<file path="config.mk">
export PLATFORM = sky130hd
export DESIGN_NAME = mod4591_red_arb
export DESIGN_NICKNAME = d
export VERILOG_FILES = /design/src/rtl/mod4591_pkg.sv /design/src/rtl/mod4591Svec33.sv /design/src/rtl/mod4591_final_sub.sv /design/src/rtl/mod4591_red_arb.sv
export SDC_FILE = /design/constraint.sdc
export NUM_CORES = 1
export LEC_CHECK = 0
export ABC_AREA = 1
export BUFFER_PORTS_ARGS = -buffer_cell sky130_fd_sc_hd__buf_4
export CORE_MARGIN = 1
export CORE_UTILIZATION = 40
export DETAILED_ROUTE_END_ITERATION = 12
export GPL_ROUTABILITY_DRIVEN = 0
export PLACE_DENSITY = 0.62
export SYNTH_ARGS = -nofsm -noshare
export SYNTH_HDL_FRONTEND = slang
export SYNTH_SLANG_ARGS = --single-unit
</file>
<file path="constraint.sdc">
create_clock -name clk -period 11 [get_ports clk]
set_input_delay 0.55 -clock clk [delete_from_list [all_inputs] [get_ports clk]]
set_output_delay 0.55 -clock clk [all_outputs]
set_load 0.05 [all_outputs]
</file>
<file path="src/rtl/mod4591_pkg.sv">
// Shared constants, stage bundles and helpers for the mod-4591 reducer.
// Imported by the split, final-correction and arbiter modules.
package mod4591_pkg;

  localparam int unsigned Q      = 4591;
  localparam int unsigned OFFSET = 3 * Q;
  localparam int unsigned Z_W    = 33;
  localparam int unsigned S_W    = 15;
  localparam int unsigned R_W    = 13;
  localparam int unsigned N_W    = 12;
  localparam int unsigned Q1     = Q;
  localparam int unsigned Q2     = 2 * Q;
  localparam int unsigned Q3     = 3 * Q;
  localparam int unsigned Q4     = 4 * Q;

  // Chunk residues at or above SPLIT go out as a negative term, keeping
  // each n <= 3443 so four of them never exceed OFFSET.
  localparam int unsigned SPLIT  = Q - 3443;

  typedef struct packed {
    logic           v;
    logic           tag;
    logic [Z_W-1:0] z;
  } s1_t;

  typedef struct packed {
    logic           v;
    logic           tag;
    logic [R_W-1:0] p0;
    logic [R_W-1:0] p1;
    logic [N_W-1:0] n0;
    logic [N_W-1:0] n1;
    logic [N_W-1:0] n2;
    logic [N_W-1:0] n3;
  } s2_t;

  typedef struct packed {
    logic           v;
    logic           tag;
    logic [S_W-1:0] s;
  } s3_t;

  typedef struct packed {
    logic [R_W-1:0] pos;
    logic [N_W-1:0] neg;
  } term_t;

  function automatic int unsigned pow2_mod(input int unsigned b);
    int unsigned r;
    r = 1;
    for (int unsigned i = 0; i < b; i++) r = (r * 2) % Q;
    return r;
  endfunction

  function automatic logic [R_W-1:0] chunk_res(
    input logic [5:0]  c,
    input int unsigned w
  );
    int unsigned x;
    x = {26'd0, c} * w;
    return R_W'(x % Q);
  endfunction

  function automatic term_t fold(input logic [R_W-1:0] r);
    term_t t;
    t = '0;
    if (32'(r) >= SPLIT) t.neg = N_W'(Q - 32'(r));
    else t.pos = r;
    return t;
  endfunction

endpackage

</file>
<file path="src/rtl/mod4591Svec33.sv">
// Splits a 33-bit operand into low bits plus four chunk residues,
// each folded into a small positive or negative term.
module mod4591Svec33
  import mod4591_pkg::*;
(
  input  logic [Z_W-1:0] z,
  output logic [R_W-1:0] p0,
  output logic [R_W-1:0] p1,
  output logic [N_W-1:0] n0,
  output logic [N_W-1:0] n1,
  output logic [N_W-1:0] n2,
  output logic [N_W-1:0] n3
);

  localparam int unsigned W0 = pow2_mod(12);
  localparam int unsigned W1 = pow2_mod(18);
  localparam int unsigned W2 = pow2_mod(23);
  localparam int unsigned W3 = pow2_mod(28);

  term_t t0, t1, t2, t3;

  assign t0 = fold(chunk_res(z[17:12], W0));
  assign t1 = fold(chunk_res({1'b0, z[22:18]}, W1));
  assign t2 = fold(chunk_res({1'b0, z[27:23]}, W2));
  assign t3 = fold(chunk_res({1'b0, z[32:28]}, W3));

  assign p0 = {1'b0, z[11:0]};
  assign p1 = t0.pos + t1.pos + t2.pos + t3.pos;
  assign n0 = t0.neg;
  assign n1 = t1.neg;
  assign n2 = t2.neg;
  assign n3 = t3.neg;

endmodule

</file>
<file path="src/rtl/mod4591_final_sub.sv">
// Final correction: subtract the largest multiple of Q (up to 4Q)
// not exceeding s, giving a result in 0..Q-1.
module mod4591_final_sub
  import mod4591_pkg::*;
(
  input  logic [S_W-1:0] s,
  output logic [R_W-1:0] r
);

  logic [S_W-1:0] sub;

  always_comb begin
    sub = '0;
    unique case (1'b1)
      s >= S_W'(Q4):
        sub = S_W'(Q4);
      s >= S_W'(Q3) && s < S_W'(Q4):
        sub = S_W'(Q3);
      s >= S_W'(Q2) && s < S_W'(Q3):
        sub = S_W'(Q2);
      s >= S_W'(Q1) && s < S_W'(Q2):
        sub = S_W'(Q1);
      default:
        sub = '0;
    endcase
  end

  assign r = R_W'(s - sub);

endmodule

</file>
<file path="src/rtl/mod4591_red_arb.sv">
// Two-client arbiter in front of a shared 4-stage mod-4591 reducer.
// Results return in accept order, tagged with the source client.
module mod4591_red_arb
  import mod4591_pkg::*;
#(
  parameter bit RR_EN = 1'b1
) (
  input  logic           clk,
  input  logic           rst,
  input  logic           req0_valid,
  input  logic [Z_W-1:0] req0_z,
  output logic           req0_ready,
  input  logic           req1_valid,
  input  logic [Z_W-1:0] req1_z,
  output logic           req1_ready,
  output logic           out_valid,
  output logic [R_W-1:0] out_data,
  output logic           out_tag,
  input  logic           out_ready,
  output logic           busy
);

  s1_t s1, s1_nxt;
  s2_t s2, s2_nxt;
  s3_t s3, s3_nxt;

  logic           ptr;
  logic           stall;
  logic           en_o, en3, en2, en1;
  logic           pick1, acc;
  logic [R_W-1:0] p0, p1, fin;
  logic [N_W-1:0] n0, n1, n2, n3;

  assign stall = out_valid & ~out_ready;
  assign en_o  = ~stall;
  assign en3   = en_o | ~s3.v;
  assign en2   = en3 | ~s2.v;
  assign en1   = en2 | ~s1.v;

  // ptr=1 means client 1 is preferred when both are valid
  assign pick1 = req1_valid & (~req0_valid | (RR_EN & ptr));
  assign req0_ready = ~rst & ~stall & ~pick1;
  assign req1_ready = ~rst & ~stall & pick1;
  assign acc = (req0_valid & req0_ready)
             | (req1_valid & req1_ready);

  mod4591Svec33 u_split (
    .z  (s1.z),
    .p0 (p0),
    .p1 (p1),
    .n0 (n0),
    .n1 (n1),
    .n2 (n2),
    .n3 (n3)
  );

  mod4591_final_sub u_fin (
    .s (s3.s),
    .r (fin)
  );

  always_comb begin
    s1_nxt     = '0;
    s1_nxt.v   = acc;
    s1_nxt.tag = pick1;
    s1_nxt.z   = pick1 ? req1_z : req0_z;
  end

  always_comb begin
    s2_nxt     = '0;
    s2_nxt.v   = s1.v;
    s2_nxt.tag = s1.tag;
    s2_nxt.p0  = p0;
    s2_nxt.p1  = p1;
    s2_nxt.n0  = n0;
    s2_nxt.n1  = n1;
    s2_nxt.n2  = n2;
    s2_nxt.n3  = n3;
  end

  always_comb begin
    s3_nxt     = '0;
    s3_nxt.v   = s2.v;
    s3_nxt.tag = s2.tag;
    s3_nxt.s   = S_W'(s2.p0) + S_W'(s2.p1)
               + S_W'(OFFSET)
               - (S_W'(s2.n0) + S_W'(s2.n1)
                + S_W'(s2.n2) + S_W'(s2.n3));
  end

  always_ff @(posedge clk) begin
    if (rst) begin
      s1        <= '0;
      s2        <= '0;
      s3        <= '0;
      out_valid <= 1'b0;
      out_data  <= '0;
      out_tag   <= 1'b0;
      ptr       <= 1'b0;
    end else begin
      if (en1) s1 <= s1_nxt;
      if (en2) s2 <= s2_nxt;
      if (en3) s3 <= s3_nxt;
      if (en_o) begin
        out_valid <= s3.v;
        out_data  <= fin;
        out_tag   <= s3.tag;
      end
      if (acc) ptr <= ~pick1;
    end
  end

  assign busy = |{s1.v, s2.v, s3.v, out_valid};

endmodule

</file>
# Word level (Yosys, flattened, before mapping)
# Index checks and enable logic that the tools add are counted.
# classes
add_sub_neg,14
multipliers,3
div,4
n_lt_le_gt_ge,11
muxes,10
bitwise_logic,20
n_reduce_logical,4
# op_table
op,n
$mod 18x13->32 const B,2
$ge 13x11->1 const B,4
$mux 13,4
$pmux 13 s4,1
$mux 12,4
$sub 9x12->12 const A,4
$add 13x13->13,3
$mux 33,1
$mod 14x13->32 const B,1
$mod 15x13->32 const B,1
$ge 15x14->1 const B,2
$lt 15x14->1 const B,2
$mul 5x13->18 const B,1
$add 14x12->15,1
$add 14x14->15 const B,1
$ge 15x13->1 const B,1
$ge 15x15->1 const B,1
$lt 15x15->1 const B,1
$mul 5x10->15 const B,1
$sub 15x15->15,1
$add 12x13->14,1
$add 13x12->14,1
$mul 5x9->14 const B,1
$add 12x12->13,1
6 further kinds,25
# totals
regBits,143
inputBits,71

# Logic depth before layout (Yosys ltp)
# Gate-level depths: netlist (run 1).
# depth
depth_word,7
depth_mapped,90
ltp_nobuf,87

# Hierarchy
# A second synthesis (run 1) with hierarchy kept.
# unflattened
hier_cells,3050
hier_area_um2,19241.0
# by_module_without_submodules
mod,n_inst,cells_per_inst,area_per_inst_um2,seq_area_each_um2
mod4591Svec33,1,1885,10681.5,0.0
mod4591_red_arb,1,994,7632.3,2882.8
mod4591_final_sub,1,171,927.1,0.0

# Least setup slack after synthesis (run 1)
# Ideal clock, no wire load.
# synth_path
path_type,register to register
startpoint,register s1[31] (netlist name)
endpoint,register s2[59] (netlist name)
setup_ns,0.115
arrival_ns,10.703
required_ns,10.885
setup_slack_ns,0.181
stages_incl_launch_ff,85
path_buffers,5
synth_period_minus_slack_ns,10.819
cell_sequence,dfxtp_1 > inv_1 > ha_1 > fa_1 > inv_1 > ha_1 > ha_1 > nand2_1 > inv_1 > nand2_1 > nand2_1 > nand2_1 > nand3_1 > nand2_1 > nand2_1 > nand3_4 > buf_6 > nand3_2 > [... 49 more ...] > fa_1 > inv_1 > fa_1 > inv_1 > ha_1 > fa_1 > nand3_1 > nand2_1 > a21oi_1 > inv_1 > a21oi_1 > o21ai_0 > a21oi_1 > nor2_1 > nor2_1 > xor2_1 > o21ai_0 > inv_1
# synth_between
elab_chain_cells,5
# synth_rtl
item,line,rtl
start: declaration,mod4591_red_arb.sv:23,"s1_t s1, s1_nxt;"
start signal: assignment,mod4591_red_arb.sv:101,if (en1) s1 <= s1_nxt;
$mul 5x13->18 (*),mod4591_pkg.sv:60,"x = {26'd0, c} * w;"
$mod 18x13->32 (*),mod4591_pkg.sv:61,return R_W'(x % Q);
$ge 13x11->1,mod4591_pkg.sv:67,if (32'(r) >= SPLIT) t.neg = N_W'(Q - 32'(r));
$mux 13 (*),mod4591_pkg.sv:67,
$add 13x13->13 (*),mod4591Svec33.sv:28,assign p1 = t0.pos + t1.pos + t2.pos + t3.pos;
end signal: assignment,mod4591_red_arb.sv:102,if (en2) s2 <= s2_nxt;
end: declaration,mod4591_red_arb.sv:24,"s2_t s2, s2_nxt;"
# Every way passes the cells marked *; elsewhere a longest branch is shown, timed or not.
# A chain may end at the register's enable or synchronous reset.

# Worst setup path after layout (run 1)
# layout_path
startpoint,register s1[32] (netlist name)
endpoint,register s2[59] (netlist name)
# Same word-level chain as after synthesis.

==> impl_metrics.json, run 1 <==
{
  "status": "finished, final reports clean",
  "grt_pass1_vias": 16500,
  "dr_total_vias": 17500,
  "h-tree-depth": 4,
  "endpoint_kind": "register",
  "path_class": "register to register",
  "syn_area_sq_mm": 0.0180,
  "max_freq_mhz": 94.9,
  "timing.rr.start": "s1[32]",
  "hold_viol_final": 0,
  "drt_wl_total_mm": 47.3,
  "worstHoldPathType": "input pin to register",
  "fin_crit_ps": 10530,
  "whs_path_depth": 3,
  "slew_violations": 0,
  "synth_edf_count": 0,
  "worstPathMaxFanout": 6,
  "startpoint_type": "register",
  "fp.dieH_um": 214,
  "synthArstFlopShare_pct": 0,
  "worstPathRequired_ps": 11400,
  "hold_start": "req0_z[26]",
  "place_area_sq_mm": 0.0195,
  "cts_sinks": 143,
  "final_area_sq_mm": 0.0212,
  "reg2reg_slack_ps": 470,
  "r2r-end": "s2[59]",
  "drt-initial-drc-count": 1029,
  "final_net_count": 3245,
  "grtUsageTotal_pct": 20.2,
  "grt_pass1_wl_mm": 77.5,
  "grt_max_degree": 74,
  "drcViolationCount": 0,
  "reg2reg_depth": 76,
  "worstMarginPinSlew_ps": 1030,
  "worstSkewPairLatency_ps": 460,
  "core_area_sq_mm": 0.0442,
  "diodes": 0,
  "cts_buffer_depth": 2,
  "grt_antenna_before_repair": 1,
  "drive_gt1_share_pct": 17.4,
  "ys_seq_elements": 143,
  "clock-root-buffer": "clkbuf_16",
  "rows": 77,
  "hold-worst-slack_ps": 364,
  "dp_hpwl_mm": 36.8,
  "routed_via_density": 4.95,
  "syn_inst": 2779,
  "cp_common_cell": "nand2_2",
  "yosysSeqAreaShare_pct": 15.9,
  "post-route-period-util_pct": 95.8,
  "relSlewSlack_pct": 31.0,
  "cts_tree": "built",
  "ant_nets": 0,
  "syn2layout_area_growth_pct": 18.3,
  "skew_ps": 11.6,
  "die_x_um": 214,
  "io_pins": 89,
  "yosysUniqueCellTypes": 66,
  "numCtsBuffers": 17,
  "n_fill_cell": 4480,
  "ys_warn_count": 0,
  "cts.clk_slew.worst_paths_ps": 70,
  "finalSetupViolCount": 0,
  "die-area_sq_mm": 0.0458,
  "dp_slack_ps": -358,
  "min_to": "s1[26]",
  "maxCapViolations": 0,
  "drt-pass1-iter-count": 7,
  "cp.arrival_ps": 10930,
  "syn_area_per_cell_sq_um": 6.46,
  "layout.cells.non_filler": 3541,
  "fin_ws_ps": 466,
  "port_buffers": 88,
  "synthFlopType": "dfxtp_1",
  "initial_core_util_pct": 40.6,
  "wire_per_inst_um": 13.3,
  "gr-total-overflow": 0,
  "slowest_stage": "fa_1",
  "critPathMaxStageDelay_ps": 550,
  "placed_cells": 3463
}
worst max-delay path: cells and delay by family (launching register included):
family | cells | cell delay [ps]
flops | 1 | 390
simple gates | 46 | 4710
xor+xnor | 2 | 340
buf+inv | 11 | 1160
fa+ha+maj | 9 | 2770
compound gates | 8 | 1070
logic make-up (layout without fill, tap and decap cells):
family	Yosys count	in the layout	synth area share [%]
other	2	4	0.0418
DFF	143	143	15.9
muxes	2	2	0.111
xor gates and xnor gates	150	150	7.31
buffers and inverters	558	721	12.5
adders and majority gates	238	238	19.9
and+or+nand+nor	1293	1298	32.0
AOI/OAI and AO/OA	393	393	12.2
cell usage after synthesis, types with 4 or more instances:
master,count,share of area (%)
inv_2,21,0.44
buf_6,9,0.56
and2_1,4,0.14
xor2_1,122,5.9
nand3b_1,9,0.38
nor2_1,237,5.0
a21oi_1,156,4.3
nand3_1,193,5.4
nand2_4,7,0.44
o21ai_0,139,3.9
nor2_4,8,0.50
xnor2_1,28,1.4
a31oi_1,38,1.3
fa_1,80,8.9
clkinv_1,8,0.17
o211ai_1,4,0.17
o21bai_1,18,0.75
inv_1,456,9.5
nor3_1,21,0.58
buf_4,7,0.29
clkbuf_1,42,0.88
ha_1,158,11
nand4_1,32,1.1
dfxtp_1,143,16
or2_2,10,0.35
nand2_2,53,1.8
nand2_1,675,14
nand3_2,11,0.61
nor4_1,5,0.17
o31ai_1,4,0.17
nor2_2,10,0.35
o21ai_1,11,0.31
buf_2,5,0.14
state kept, by name, indices dropped and copies added (netlist names):
| register | count |
|---|---|
| s2 | 75 |
| s1 | 35 |
| s3 | 17 |
| out_data | 13 |
| out_tag | 1 |
| out_valid | 1 |
| ptr | 1 |
cell type report:
class	instances	area (sq um)	share of cell area [%]
inverters	489	1850	8.71
multi-input cells	2085	13700	64.3
clock inverters	15	164	0.771
well taps	592	741	3.49
clock buffers	17	425	2.00
repair buffers	200	1540	7.24
flip-flops and latches	143	2870	13.5
metal layers:
metal / global-route usage [%] / share of wire, %
met2: 34.0 / 47
met1: 27.4 / 48
met5: 0 / 0.028
met3: 2.50 / 3.2
met4: 4.72 / 1.7
cells in the final DEF, fill, tap and decap left out, drive strengths merged:
cell,synthesis,layout
a2111oi,1,1
or2,12,12
clkinv,9,11
xor2,122,122
a21boi,3,3
a31o,3,3
and2,4,4
nor3b,3,3
xnor2,28,28
clkbuf,42,17
fa,80,80
a31oi,39,39
a21o,1,1
o21ai,152,152
and3,3,3
nor3,23,23
o21a,2,2
or3,1,1
a211oi,1,1
inv,480,491
nor2,256,257
o21bai,19,19
o22ai,3,3
conb,2,4
o311ai,1,1
o211ai,4,4
ha,158,158
a41oi,1,1
nor4,5,5
mux2i,2,2
nand3b,10,10
nand4,33,33
o31ai,4,4
nand3,207,208
nand2,736,739
a21oi,159,159
buf,24,200
clkinvlp,0,2
dfxtp,143,143
worst max path at each step:
stage	start	endpoint	cells past startpoint	slack [ps]
6_report	s1[32]	s2[59]	76	470
3_5_place_dp	s1[32]	s2[60]	83	-360
4_1_cts	s1[30]	s2[59]	79	30
3_3_place_gp	s1[32]	s2[60]	81	30
2_1_floorplan	s1[31]	s2[59]	84	180
5_1_grt	s1[32]	s2[59]	83	-250
through the flow:
step                      utilization (%)  setup TNS, ps
after detailed placement             44.1           -843
final                                48.0              0
after global routing                 48.0           -426
after floorplan                         -              0
after CTS                            45.8              0
after global placement               44.1              0
timing repair:
item                                    4_1_cts  5_1_grt
cloned                                        2        3
endpoints found under the hold margin         0        0
resized for setup                            17      168
hold buffers                                  0        0
setup buffers                                 5       36
endpoints found under the setup margin        4       11
pin swaps                                     4       68
Power of run 1 is not shown: default switching activity piles up to over one toggle a cycle in this logic, so the estimate is an artifact.
==> run 2: changes to the inputs <==
Settings changed: BUFFER_PORTS_ARGS -buffer_cell sky130_fd_sc_hd__buf_4 to -buffer_cell sky130_fd_sc_hd__buf_2.
==> run 2 against run 1 <==
Cell area down 0.18%. Maximum frequency down 0.94%. Highest routed layer is now met4. Flip-flop and latch count is the same. Non-clock buffer count is 1 higher.
==> impl_metrics.json, run 2 (synthesized netlist as in run 1, its figures left out) <==
{
  "crit_cells": 79,
  "endpoint_kind": "register",
  "critPathMaxStageDelay_ps": 530,
  "cp.arrival_ps": 11030,
  "core_area_sq_mm": 0.0442,
  "drcViolationCount": 0,
  "largestRegisters": "s2 (75), s1 (35), s3 (17)",
  "slowest_stage": "fa_1",
  "placed_cells": 3456,
  "h-tree-depth": 4,
  "max_freq_mhz": 94.0,
  "fin_crit_ps": 10630,
  "worstPathMaxFanout": 14,
  "diodes": 0,
  "wire_per_inst_um": 13.5,
  "drt-pass1-iter-count": 5,
  "relSlewSlack_pct": 41.0,
  "maxCapViolations": 0,
  "port_buffers": 88,
  "die-area_sq_mm": 0.0458,
  "worstMarginPinSlew_ps": 886,
  "layout.cells.non_filler": 3541,
  "rows": 77,
  "cpLargestDelayFamily": "simple AND/OR/NAND/NOR gates",
  "worstHoldPathType": "input pin to register",
  "largest_register": "s2",
  "skew_ps": 13.0,
  "largest_reg_flops": 75,
  "ant_nets": 0,
  "path_class": "register to register",
  "grt_pass1_vias": 16600,
  "numCtsBuffers": 17,
  "reg2reg_depth": 79,
  "whs_path_depth": 3,
  "grt_antenna_before_repair": 0,
  "cts_sinks": 143,
  "cts_buffer_depth": 2,
  "grt.busiest_layer": "met2",
  "n_fill_cell": 4461,
  "post-route-period-util_pct": 96.7,
  "critPathBufInv": 13,
  "final_net_count": 3245,
  "gr-total-overflow": 0,
  "hold_viol_final": 0,
  "final_common_cell": "nand2_1",
  "cts.clk_slew.worst_paths_ps": 70,
  "syn2layout_area_growth_pct": 18.1,
  "grt_pass1_wl_mm": 78.1,
  "met2_usage_pct": 34.5,
  "worstPathRequired_ps": 11390,
  "drt_wl_total_mm": 47.9,
  "status": "finished, final reports clean",
  "grtUsageTotal_pct": 20.4,
  "final_cell_mix": "nand2_1, inv_1, nor2_1, nand3_1, a21oi_1",
  "use_met1_pct": 27.2,
  "initial_core_util_pct": 40.6,
  "routed_via_density": 4.98,
  "grt_util_met3_pct": 2.84,
  "fp.dieH_um": 214,
  "die_x_um": 214,
  "dr_total_vias": 17600,
  "cp_common_cell": "nand2_2",
  "io_pins": 89,
  "drt-initial-drc-count": 896,
  "startpoint_type": "register",
  "dp_hpwl_mm": 36.7,
  "clock-root-buffer": "clkbuf_16",
  "cts_tree": "built",
  "grt_max_degree": 73,
  "finalSetupViolCount": 0,
  "worstSkewPairLatency_ps": 450,
  "drive_gt1_share_pct": 18.3,
  "slew_violations": 0
}
## run 2: cell count changes in the layout (fill, tap and decap cells not counted), moves of 4 or more
cell     before  now
nor2_4       15   19
nand2_1     635  620
buf_4       191  103
buf_2         0   88
nor2_1      221  215
nand3_4       6   12
buf_12        0    4
nand2_4      15   19
nand2_2      86   97
## run 2: area by class of cell
cell class,count,area (sq um),area share [%]
Multi-Input combinational cell,2084,13800,65.0
Sequential cell,143,2870,13.5
Clock buffer,17,425,2.01
Clock inverter,15,165,0.779
Tap cell,592,741,3.49
Inverter,489,1860,8.75
Timing Repair Buffer,201,1360,6.42
## run 2: stage by stage
stage	worst slack, ps	util, %	hold slack, ps	area, sq um	setup TNS (ps)
finish	366	48.0	360	21200	0
global route	-360	48.0	346	21200	-753
CTS	1.14	45.1	346	20000	0
detailed placement	-306	43.5	443	19200	-709
global placement	51.6	43.5	446	19200	0
floorplan	181	-	430	18000	0
## run 2: layer usage
| layer | part of all wire, % | up-vias |
|---|---|---|
| met5 | 0 | - |
| met4 | 1.8 | 0 |
| met3 | 3.6 | 63 |
| met2 | 48 | 323 |
| met1 | 47 | 8127 |
| li1 | - | 9122 |
## run 2: repair_timing
action	4_1_cts	5_1_grt
setup endpoints to repair	4	11
gates resized for setup	21	209
hold buffers	0	0
pin swaps	7	81
gates cloned	2	2
buffers inserted	3	46
## run 2: worst min-delay path, delay by kind of cell
| family | cells | cell delay (ps) |
|---|---|---|
| compound gates | 1 | 70 |
| buf+inv | 1 | 90 |
| simple gates | 1 | 50 |
## run 2: worst paths after layout
check             start  endpoint  slack, ps
max              s1[32]    s2[59]        370
min          req0_z[26]    s1[26]        360
max reg2reg      s1[32]    s2[59]        370
min reg2reg      s1[33]    s2[74]        450
Power of run 2 is left out for the same reason.
==> run 3: changes to the inputs <==
Settings changed: REMOVE_ABC_BUFFERS set to 1.
==> run 3 against run 2 <==
Non-clock buffer count is 21 higher. Flip-flop and latch count stayed put. Global-route usage is 0.29 points higher. Routed wire length is 3.7% higher. Maximum frequency is 0.77% higher. Hold slack worse by 41 ps. Die area stayed put. Sequential share of layout area is 0.26 points lower. Core utilization is 0.93 points higher. Count of clock-buffer cells in the layout stayed put. Setup slack better by 81 ps. Cell count is 0.68% higher. Largest cell class unchanged. Highest routed layer unchanged.
==> impl_metrics.json, run 3 (synthesized netlist as in run 1, its figures left out) <==
{
  "status": "finished, final reports clean",
  "gr-total-overflow": 0,
  "endpoint_kind": "register",
  "hold_viol_final": 0,
  "worstPathMaxFanout": 16,
  "final_net_count": 3269,
  "grt_pass1_wl_mm": 78.1,
  "cts_tree": "built",
  "worstPathRequired_ps": 11370,
  "grt_antenna_before_repair": 0,
  "io_pins": 89,
  "largest_reg_flops": 75,
  "ant_nets": 0,
  "hold_start": "req1_z[32]",
  "n_fill_cell": 4340,
  "drt-pass1-iter-count": 8,
  "drt-initial-drc-count": 966,
  "cts_buffer_depth": 2,
  "finalSetupViolCount": 0,
  "worstHoldPathType": "input pin to register",
  "core_area_sq_mm": 0.0442,
  "relSlewSlack_pct": 41.7,
  "cts_sinks": 143,
  "die_x_um": 214,
  "initial_core_util_pct": 40.6,
  "grt_pass1_vias": 16500,
  "cts.clk_slew.worst_paths_ps": 80,
  "final_common_cell": "nand2_1",
  "grt_max_degree": 72,
  "max_freq_mhz": 94.8,
  "fp.dieH_um": 214,
  "slowest_stage": "fa_1",
  "clock-root-buffer": "clkbuf_16",
  "skew_ps": 20.2,
  "numCtsBuffers": 17,
  "routed_via_density": 5.00,
  "whs_path_depth": 3,
  "dp_hpwl_mm": 37.6,
  "dr_total_vias": 17800,
  "cp.arrival_ps": 10920,
  "startpoint_type": "register",
  "r2r-end": "s2[60]",
  "fin_crit_ps": 10550,
  "port_buffers": 88,
  "worstSkewPairLatency_ps": 480,
  "timing.rr.start": "s1[32]",
  "reg2reg_depth": 81,
  "critPathMaxStageDelay_ps": 540,
  "rows": 77,
  "drcViolationCount": 0,
  "h-tree-depth": 4,
  "post-route-period-util_pct": 95.9,
  "syn2layout_area_growth_pct": 20.3,
  "worstMarginPinSlew_ps": 874,
  "ctsHoldBuffers": 0,
  "path_class": "register to register",
  "die-area_sq_mm": 0.0458,
  "reg2reg_slack_ps": 450,
  "final_cell_mix": "nand2_1, inv_1, nor2_1, nand3_1, a21oi_1",
  "maxCapViolations": 0,
  "drive_gt1_share_pct": 19.9,
  "min_to": "s1[32]",
  "slew_violations": 0,
  "drt_wl_total_mm": 49.7,
  "largest_register": "s2",
  "diodes": 0,
  "grtUsageTotal_pct": 20.7,
  "largestRegisters": "s2 (75), s1 (35), s3 (17)",
  "cp_common_cell": "nand2_4",
  "tns_ps": 0,
  "wire_per_inst_um": 13.9
}
run 3: cell count changes in the layout (fill, tap and decap cells not counted), moves of 3 or more:
cell      delta
nor2_2       -3
clkinv_8     +3
nand2_2      +9
nand3_2      +6
nand2_1     -21
nor2_4       +5
nand3_1      -5
buf_4       +19
nand2_4     +13
run 3: stage by stage:
step / setup slack (ps) / std cells / hold WS (ps) / utilization (%) / area (sq um)
final: 447 / 3565 / 319 / 48.9 / 21600
after global routing: -266 / 3565 / 307 / 48.9 / 21600
after CTS: -10.0 / 3492 / 287 / 45.1 / 20000
after detailed placement: -285 / 3455 / 447 / 43.5 / 19200
after global placement: 91.9 / 3455 / 441 / 43.5 / 19200
after floorplan: -203 / 2712 / 432 / - / 17600
run 3: layer usage:
metal  global-route usage, %  part of all wire (%)
met5                       0                     0
met1                    25.9                    44
met3                    3.03                   3.9
met2                    36.3                    50
met4                    6.21                   1.9
run 3: repair_timing:
item / in CTS / in global routing
endpoints found under the setup margin: 4 / 11
setup buffers: 4 / 65
cloned: 1 / 8
gates resized for setup: 12 / 264
pin swaps: 3 / 101
run 3: critical path, delay by kind of cell, from the launching register on:
kind	cells	cell delay, ps
AND/OR/NAND/NOR	55	5560
buffers and inverters	10	970
XOR/XNOR	2	260
adder cells (fa/ha/maj)	9	2640
AO/OA/AOI/OAI	5	590
flip-flops	1	390
run 3: worst max path at each step:
stage           start     end  slack, ps
6_report       s1[32]  s2[60]        450
5_1_grt        s1[31]  s2[59]       -270
4_1_cts        s1[30]  s2[60]        -10
3_5_place_dp   s1[30]  s2[60]       -280
3_3_place_gp   s1[30]  s2[60]         90
2_1_floorplan  s1[31]  s2[59]       -200
run 3: cell type report:
cell class,instances,area [sq um],area share (%)
well taps,592,741,3.43
clock inverters,15,189,0.874
multi-input cells,2087,14000,64.8
repair buffers,222,1520,7.03
inverters,489,1850,8.57
clock buffers,17,425,1.97
flip-flops and latches,143,2870,13.3
Power of run 3 is left out for the same reason.
